File: src/rtl/prime_pkg.sv
// Shared types and the elaboration-time primality table for the prime scan sequencer.
package prime_pkg;

  localparam int MAX_WIDTH = 8;

  typedef enum logic [1:0] {
    IDLE = 2'd0,
    SCAN = 2'd1,
    EMIT = 2'd2,
    DONE = 2'd3
  } state_t;

  // Bit n of the result is set when n is prime. Only the low 2**width bits are meaningful.
  function automatic logic [(1<<MAX_WIDTH)-1:0] prime_mask(input int width);
    logic [(1<<MAX_WIDTH)-1:0] m;
    logic                      p;
    m = '0;
    for (int n = 2; n < (1 << width); n++) begin
      p = 1'b1;
      for (int d = 2; d * d <= n; d++) begin
        if (n % d == 0) p = 1'b0;
      end
      m[n] = p;
    end
    return m;
  endfunction

endpackage

File: src/rtl/prime_flag.sv
// Combinational primality lookup; the table is a constant built at elaboration.
module prime_flag
  import prime_pkg::*;
#(
  parameter int WIDTH = 4
) (
  input  logic [WIDTH-1:0] value,
  output logic             is_prime
);

  localparam logic [(1<<MAX_WIDTH)-1:0] FULL_MASK = prime_mask(WIDTH);
  localparam logic [(1<<WIDTH)-1:0]     MASK      = FULL_MASK[(1<<WIDTH)-1:0];

  assign is_prime = MASK[value];

endmodule

File: src/rtl/prime_scan_ctrl.sv
// Sweeps [lo..hi] through the primality lookup and streams each prime over valid/ready.
// state | meaning
// IDLE  | waiting for start; last prime_count held
// SCAN  | testing cur, one cycle per value
// EMIT  | prime_data presented, waiting for handshake
// DONE  | one-cycle done pulse, then back to IDLE
module prime_scan_ctrl
  import prime_pkg::*;
#(
  parameter int WIDTH = 4
) (
  input  logic             clk,
  input  logic             rst_n,
  input  logic             start,
  input  logic [WIDTH-1:0] lo,
  input  logic [WIDTH-1:0] hi,
  output logic             busy,
  output logic             done,
  output logic             prime_valid,
  input  logic             prime_ready,
  output logic [WIDTH-1:0] prime_data,
  output logic [WIDTH:0]   prime_count
);

  state_t           state_q, state_d;
  logic [WIDTH-1:0] cur_q, cur_d;
  logic [WIDTH-1:0] hi_q, hi_d;
  logic [WIDTH:0]   count_q, count_d;
  logic [WIDTH-1:0] data_q, data_d;
  logic             valid_q, valid_d;
  logic             busy_q, busy_d;
  logic             done_q, done_d;
  logic             cur_is_prime;

  prime_flag #(.WIDTH(WIDTH)) u_flag (
    .value    (cur_q),
    .is_prime (cur_is_prime)
  );

  always_ff @(posedge clk or negedge rst_n) begin
    if (!rst_n) begin
      state_q <= IDLE;
      cur_q   <= '0;
      hi_q    <= '0;
      count_q <= '0;
      data_q  <= '0;
      valid_q <= 1'b0;
      busy_q  <= 1'b0;
      done_q  <= 1'b0;
    end else begin
      state_q <= state_d;
      cur_q   <= cur_d;
      hi_q    <= hi_d;
      count_q <= count_d;
      data_q  <= data_d;
      valid_q <= valid_d;
      busy_q  <= busy_d;
      done_q  <= done_d;
    end
  end

  always_comb begin
    state_d = state_q;
    cur_d   = cur_q;
    hi_d    = hi_q;
    count_d = count_q;
    data_d  = data_q;
    valid_d = valid_q;
    unique case (state_q)
      IDLE: begin
        if (start) begin
          hi_d    = hi;
          cur_d   = lo;
          count_d = '0;
          state_d = (lo > hi) ? DONE : SCAN;
        end
      end
      SCAN: begin
        if (cur_is_prime) begin
          data_d  = cur_q;
          valid_d = 1'b1;
          state_d = EMIT;
        end else if (cur_q == hi_q) begin
          state_d = DONE;
        end else begin
          cur_d = cur_q + WIDTH'(1);
        end
      end
      EMIT: begin
        // Compare against hi before incrementing so hi = all-ones never wraps cur.
        if (valid_q && prime_ready) begin
          valid_d = 1'b0;
          count_d = count_q + (WIDTH+1)'(1);
          if (cur_q == hi_q) begin
            state_d = DONE;
          end else begin
            cur_d   = cur_q + WIDTH'(1);
            state_d = SCAN;
          end
        end
      end
      DONE: begin
        state_d = IDLE;
      end
      default: begin
        state_d = IDLE;
      end
    endcase
    busy_d = (state_d == SCAN) || (state_d == EMIT);
    done_d = (state_d == DONE);
  end

  assign busy        = busy_q;
  assign done        = done_q;
  assign prime_valid = valid_q;
  assign prime_data  = data_q;
  assign prime_count = count_q;

endmodule

File: config.mk
export PLATFORM = sky130hd
export DESIGN_NAME = prime_scan_ctrl
export DESIGN_NICKNAME = d
export VERILOG_FILES = /design/src/rtl/prime_pkg.sv /design/src/rtl/prime_flag.sv /design/src/rtl/prime_scan_ctrl.sv
export SDC_FILE = /design/constraint.sdc
export NUM_CORES = 1
export LEC_CHECK = 0
export CAP_MARGIN = 40
export CORE_AREA = 4 4 54 56
export CTS_CLUSTER_DIAMETER = 80
export DETAILED_ROUTE_END_ITERATION = 16
export DIE_AREA = 0 0 58 60
export PLACE_DENSITY = 0.85
export SYNTH_ARGS = -nofsm -noshare
export SYNTH_HDL_FRONTEND = slang
export SYNTH_HIERARCHICAL = 1
export SYNTH_SLANG_ARGS = --single-unit
File: constraint.sdc
create_clock -name clk -period 5.7 [get_ports clk]
set_input_delay 1.14 -clock clk [delete_from_list [all_inputs] [get_ports clk]]
set_output_delay 1.14 -clock clk [all_outputs]
set_load 0.02 [all_outputs]
==> flow_summary_export.csv, run 1 <==
group,metric,value,unit
critical_path,r2r_slack,3.52,ns
clock_network,insertion_delay,0.30,ns
logic_synthesis,synth_top_area_share,42.23,%
clock_network,post_cts_buffers,0,
logic_synthesis,synth-main-ff-cell,"dfrtp_1",
drt,routed_wl,2.700,mm
finish,layout.nets,182,
drt,first_iter_violations,32,
drt,via_per_inst,5.850,
finish,drive_above_1_share,8.917,%
critical_path,cp.depth,1,
drt,vias,1094,
power,switching_power,0.0003832,W
clock_network,cts.htree.levels,1,
global_routing,antenna_found_initial,0,
sta,max_clock_freq,396.6,MHz
global_routing,gr-usage-all-layers,16.50,%
logic_synthesis,ys_ff_latch,22,
placed_design,place_ws,2.866,ns
drt,postRouteAntennaNets,0,
critical_path,crit_path_end,"prime_count[0]",
power,p_leak,0.7152,nW
sta,fin_ws,3.179,ns
floorplanning,initial_core_util,53.60,%
global_routing,use_met1,19.19,%
critical_path,arrival,1.38,ns
critical_path,crit_slowest_cell,"clkdlybuf4s50_1",
power,peakVddDrop,398.5,uV
clock_network,cts_buffer_depth,2,
sta,fin_crit_sh,44.23,%
global_routing,grt_busiest_layer,"met2",
sta,slew_headroom,63.04,%
finish,fin_area,0.001604,mm^2
sta,skew,0.001645,ns
global_routing,grt_use_met3,3.024,%
sta,hold_viol_final,0,
power,power_frac_clock,7.9,%
placed_design,gp_congestion,0.8741,
global_routing,grt_pass1_wl,4.422,mm
power,p_comb_share,58.4,%
sta,period_minus_slack,2.521,ns
logic_synthesis,synthTopCellsByCount,"dfrtp_1, nand2_1, ha_1",
global_routing,grt_pass1_vias,1036,
global_routing,grt_remaining_overflow,0,
floorplanning,num_io_pins,24,
finish,area_delta_synth_final,23.03,%
logic_synthesis,async_flop_share,100.0,%
sta,finalSetupTns,0,ns
critical_path,crit_buf_inv,1,
clock_network,cts_root_buf,"clkbuf_4",
critical_path,crit_family,"buffers and inverters",
logic_synthesis,syn_avg_cell_area,9.952,um^2
sta,rsz0062_at_grt,"false",
clock_network,clkTransAtPathRegs,0.12,ns
power,seqPwrFrac,33.7,%
logic_synthesis,seq_area_frac_synth,42.23,%
status,outcome,"complete, no violations",
critical_path,path_class,"flip-flop to output port",
floorplanning,design.die.area,0.003480,mm^2
critical_path,end_kind,"output port",
logic_synthesis,syn-num-nets,154,
placed_design,io_buffers,23,
drt,first_pass_iters,4,
critical_path,r2r_end,"busy",
logic_synthesis,synth.area.top_cells,"dfrtp_1, ha_1, mux2_2",
clock_network,cts_hold_buffers,0,
drt,routedWlPerCell,14.44,um
clock_network,post_cts_resized,0,
logic_synthesis,synth.largest_area_cell,"dfrtp_1",
critical_path,r2r_start,"state_q[0]",
clock_network,clock-sinks,22,
logic_synthesis,synth-edff-count,0,
finish,nFillCells,190,
power,p_per_area,545.1,mW/mm^2
critical_path,startpoint,"prime_count[0]",
flow_run,drv_cap,0,
logic_synthesis,ys.warnings.count,6,
sta,finalMaxSlewViolations,0,
floorplanning,die_h,60,um
critical_path,critical_path.max_fanout,5,
clock_network,cts_inserted_buffers,3,
critical_path,required,4.56,ns
floorplanning,rows,18,
power,p_int,0.0004911,W
critical_path,cp_cell_sequence,"clkdlybuf4s50_1",
logic_synthesis,yosysMostFrequentCell,"dfrtp_1",
sta,worst_pin_slew,0.5527,ns
critical_path,start_kind,"flip-flop",
floorplanning,coreArea,0.002432,mm^2
critical_path,cp_slowest_stage_delay,0.63,ns
global_routing,grtUsageMet2,30.00,%
global_routing,grt_max_degree,13,
min_path,min_path_type,"flip-flop to flip-flop",
finish,multiInputGateArea,718.2,um^2
floorplanning,die_width,58,um
power,swShare,43.83,%
sta,setup_viol,0,
clock_network,cts_tree,"built",
finish,seq_area,550.5,um^2
logic_synthesis,synthCells,131,
placed_design,dp_hpwl,2.133,mm
finish,n_antenna_cell,0,
drt,route.detailed.drc,0,
logic_synthesis,netlist_area,0.001304,mm^2
placed_design,placed_area,0.001582,mm^2
logic_synthesis,synth.distinct_cells,32,
critical_path,ff2ff_path_depth,8,
[final cells by class]
type	instances	share of cell area (%)
tap	30	2.340
multi-input combinational	100	44.77
inverter	8	1.872
sequential	22	34.32
timing repair buffer	24	15.29
clock buffer	3	1.404
[power by group through the flow]
stage | clock (W) | combinational [W] | sequential, W
global route | 0.0000768 | 0.000560 | 0.000304
global placement | 0 | 0.000484 | 0.000292
detailed placement | 0 | 0.000511 | 0.000297
floorplan | 0 | 0.000341 | 0.000312
CTS | 0.0000719 | 0.000512 | 0.000293
finish | 0.0000691 | 0.000510 | 0.000295
[sequential cells by signal, summed over array words and instances (netlist names)]
signal       flops
hi_q             4
busy             1
state_q          2
cur_q            4
prime_count      5
prime_data       4
prime_valid      1
done             1
[cell usage in the layout (no fill, tap or decap)]
master,netlist,routed
mux2_2,6,6
nand4_1,3,3
and3b_1,1,1
o22ai_1,8,8
and2_1,2,2
o21ai_0,10,10
o21ai_1,1,1
dfrtp_1,22,22
clkbuf_4,0,3
a21o_1,1,1
ha_1,11,11
or4_1,1,1
nand3_2,1,1
inv_1,8,8
nor4_4,1,1
nor2_1,6,6
or3_1,1,1
and3_1,1,1
a21boi_1,1,1
buf_8,0,1
nand2b_1,3,3
a21oi_1,10,10
a22o_1,4,4
clkdlybuf4s50_1,0,23
a221oi_1,1,1
nand2b_2,1,1
mux2_1,1,1
xor2_1,1,1
xnor2_1,4,4
a41oi_1,1,1
nor2b_4,1,1
nand3_1,4,4
nand2_1,13,13
o221a_1,1,1
[worst min path at each step]
stage,start,to,slack [ns],cells past startpoint
floorplan,hi_q[1],hi_q[1],0.47,2
global placement,prime_data[3],prime_data[3],0.49,1
detailed placement,hi_q[3],hi_q[3],0.50,2
CTS,hi_q[3],hi_q[3],0.53,2
global route,prime_data[3],prime_data[3],0.55,1
finish,hi_q[3],hi_q[3],0.52,2
[kinds of logic after synthesis]
group / Yosys count / synth area share [%]
compound gates: 38 / 17.95
simple gates: 39 / 17.18
buf+inv: 9 / 2.687
xor+xnor: 5 / 3.359
mux: 7 / 6.046
flops: 22 / 42.23
fa+ha+maj: 11 / 10.56
[metal layers]
layer,routed length [um],vias to the layer above
li1,-,535
met1,1139,519
met2,1349,36
met3,184,4
met4,27,0
met5,0,-
[per-stage QoR]
| stage | util (%) | cells | total power, W | hold WS, ns |
|---|---|---|---|---|
| floorplan | - | 131 | 0.0006532 | 0.4704 |
| global placement | 64.40 | 183 | 0.0007762 | 0.4899 |
| detailed placement | 65.02 | 184 | 0.0008080 | 0.4994 |
| CTS | 65.95 | 187 | 0.0008765 | 0.5275 |
| global route | 65.95 | 187 | 0.0009403 | 0.5510 |
| finish | 65.95 | 187 | 0.0008744 | 0.5236 |
No activity file was read; power rests on OpenSTA's default activity.
==> inputs of run 2 (changes only) <==
--- a/config.mk
+++ b/config.mk
@@ -6,11 +6,11 @@
 export NUM_CORES = 1
 export LEC_CHECK = 0
 export CAP_MARGIN = 40
-export CORE_AREA = 4 4 54 56
+export CORE_AREA = 4 4 59 61
 export CTS_CLUSTER_DIAMETER = 80
 export DETAILED_ROUTE_END_ITERATION = 16
-export DIE_AREA = 0 0 58 60
-export PLACE_DENSITY = 0.85
+export DIE_AREA = 0 0 63 65
+export PLACE_DENSITY = 0.76
 export SYNTH_ARGS = -nofsm -noshare
 export SYNTH_HDL_FRONTEND = slang
 export SYNTH_HIERARCHICAL = 1
==> constraint.sdc (replaced) <==
create_clock -name clk -period 2.3 [get_ports clk]
set_input_delay 0.46 -clock clk [delete_from_list [all_inputs] [get_ports clk]]
set_output_delay 0.46 -clock clk [all_outputs]
set_load 0.02 [all_outputs]
==> run 2 against run 1 <==
  * Count of clock-buffer cells in the layout did not move
  * Worst hold slack got worse by 0.029 ns
  * First-iteration DRC count is 140% higher
  * Register-to-register slack worse by 3.3 ns
  * Via count is 0.55% lower
  * Total power increased to 2.5 times the previous value
  * Sequential share of layout area decreased by 0.40 points
  * Critical path depth up 6
  * Die area up 18%
  * Largest cell class unchanged
  * Highest routed layer unchanged
==> flow_summary_export.csv, run 2 (same netlist as run 1, synthesis figures left out) <==
group,metric,value,unit
status,outcome,"complete, no violations",
drt,routed_wl,2.812,mm
sta,period_minus_slack,2.059,ns
critical_path,path_class,"flip-flop to flip-flop",
critical_path,ff2ff_path_depth,7,
finish,n_antenna_cell,0,
finish,largest_register_ffs,5,
floorplanning,coreArea,0.002978,mm^2
finish,final_util,54.50,%
clock_network,insertion_delay,0.30,ns
power,p_int,0.001239,W
global_routing,grt_pass1_vias,1151,
finish,area_delta_synth_final,24.47,%
critical_path,start_kind,"flip-flop",
critical_path,cp_cell_sequence,"nor2_1 > o221a_1 > and2_1 > nor4_4 > nand2b_2 > o22ai_1 > a21oi_1",
clock_network,cts_buffer_depth,2,
finish,nFillCells,281,
power,p_per_area,1352,mW/mm^2
critical_path,cp_slowest_stage_delay,0.53,ns
critical_path,crit_slowest_cell,"dfrtp_1",
power,power_frac_clock,8.0,%
placed_design,dp_hpwl,2.227,mm
drt,via_per_inst,5.637,
placed_design,gp_congestion,0.8859,
finish,final_common_cell,"clkdlybuf4s50_1",
sta,rsz0062_at_grt,"false",
placed_design,placed_area,0.001600,mm^2
clock_network,clock-sinks,22,
sta,skew,0.007763,ns
drt,route.detailed.drc,0,
finish,fin_area,0.001623,mm^2
power,p_leak,0.7266,nW
finish,drive_above_1_share,10.63,%
floorplanning,initial_core_util,43.78,%
critical_path,arrival,2.26,ns
floorplanning,rows,20,
clock_network,clkTransAtPathRegs,0.12,ns
power,swShare,43.53,%
finish,layout.nets,185,
critical_path,critical_path.max_fanout,9,
sta,finalMaxSlewViolations,0,
sta,max_clock_freq,485.7,MHz
floorplanning,die_h,65,um
drt,first_iter_violations,78,
finish,final_cell_mix,"clkdlybuf4s50_1, dfrtp_1, nand2_1, ha_1",
sta,worst_pin_slew,0.5184,ns
floorplanning,die_width,63,um
flow_run,drv_cap,0,
clock_network,cts_hold_buffers,0,
critical_path,r2r_end,"cur_q[1]",
clock_network,cts_tree,"built",
critical_path,r2r_start,"cur_q[2]",
global_routing,grt_pass1_wl,5.050,mm
placed_design,io_buffers,23,
power,p_comb_share,58.8,%
global_routing,antenna_found_initial,0,
power,switching_power,0.0009550,W
floorplanning,num_io_pins,24,
sta,fin_crit_sh,89.52,%
clock_network,cts.htree.levels,1,
critical_path,r2r_slack,0.24,ns
drt,vias,1088,
sta,setup_viol,0,
floorplanning,design.die.area,0.004095,mm^2
drt,first_pass_iters,4,
clock_network,cts_inserted_buffers,3,
power,seqPwrFrac,33.2,%
clock_network,post_cts_buffers,0,
clock_network,cts_root_buf,"clkbuf_4",
finish,seq_area,550.5,um^2
finish,multiInputGateArea,718.2,um^2
min_path,min_path_type,"input port to async pin",
global_routing,grt_max_degree,23,
clock_network,post_cts_resized,0,
critical_path,required,2.50,ns
sta,hold_viol_final,0,
drt,postRouteAntennaNets,0,
power,peakVddDrop,779.1,uV
global_routing,gr-usage-all-layers,15.58,%
drt,routedWlPerCell,14.57,um
global_routing,grt_remaining_overflow,0,
sta,slew_headroom,65.18,%
sta,finalSetupTns,0,ns
critical_path,end_kind,"flip-flop",
## run 2: changes by cell type in the layout (fill, tap and decap cells not counted), sizes merged
cell  delta
buf      +3
## run 2: how the worst max path moves through the flow
stage,start,endpoint,slack (ns),depth (start not counted)
finish,cur_q[2],cur_q[1],0.24,7
global route,cur_q[2],cur_q[0],0.07,7
CTS,cur_q[2],cur_q[1],0.25,7
detailed placement,hi[2],busy,0.1,8
global placement,hi[2],busy,0.16,8
floorplan,state_q[0],busy,0.36,9
## run 2: power by group through the flow
| stage | registers [W] | logic [W] | clock network (W) |
|---|---|---|---|
| after floorplan | 0.000774 | 0.000845 | 0 |
| after global placement | 0.000725 | 0.00123 | 0 |
| after detailed placement | 0.000739 | 0.00130 | 0 |
| after CTS | 0.000730 | 0.00130 | 0.000183 |
| after global routing | 0.000758 | 0.00144 | 0.000204 |
| final | 0.000728 | 0.00129 | 0.000175 |
## run 2: final cells by class
cell class	count	share of cell area [%]
flip-flops and latches	22	33.92
well taps	33	2.544
clock buffers	3	1.388
multi-input cells	100	44.26
inverters	8	1.850
repair buffers	27	16.04
## run 2: per-stage QoR
| stage | setup slack [ns] | hold WS [ns] | power (W) | instances |
|---|---|---|---|---|
| 2_1_floorplan | 0.3631 | 0.1644 | 0.001619 | 131 |
| 3_3_place_gp | 0.1624 | 0.4892 | 0.001959 | 190 |
| 3_5_place_dp | 0.09760 | 0.4922 | 0.002038 | 190 |
| 4_1_cts | 0.2470 | 0.5024 | 0.002215 | 193 |
| 5_1_grt | 0.07072 | 0.5097 | 0.002401 | 193 |
| 6_report | 0.2411 | 0.4944 | 0.002194 | 193 |
## run 2: critical path: cells and delay by family (launching register included)
kind | cells | cell delay (ns)
compound gates | 3 | 0.52
simple gates | 4 | 0.91
flops | 1 | 0.53
## run 2: routing by layer
layer / wire length, um / track usage [%]
met5: 0 / 0
met4: 60 / 7.163
met3: 113 / 3.640
met2: 1423 / 27.80
met1: 1214 / 17.51
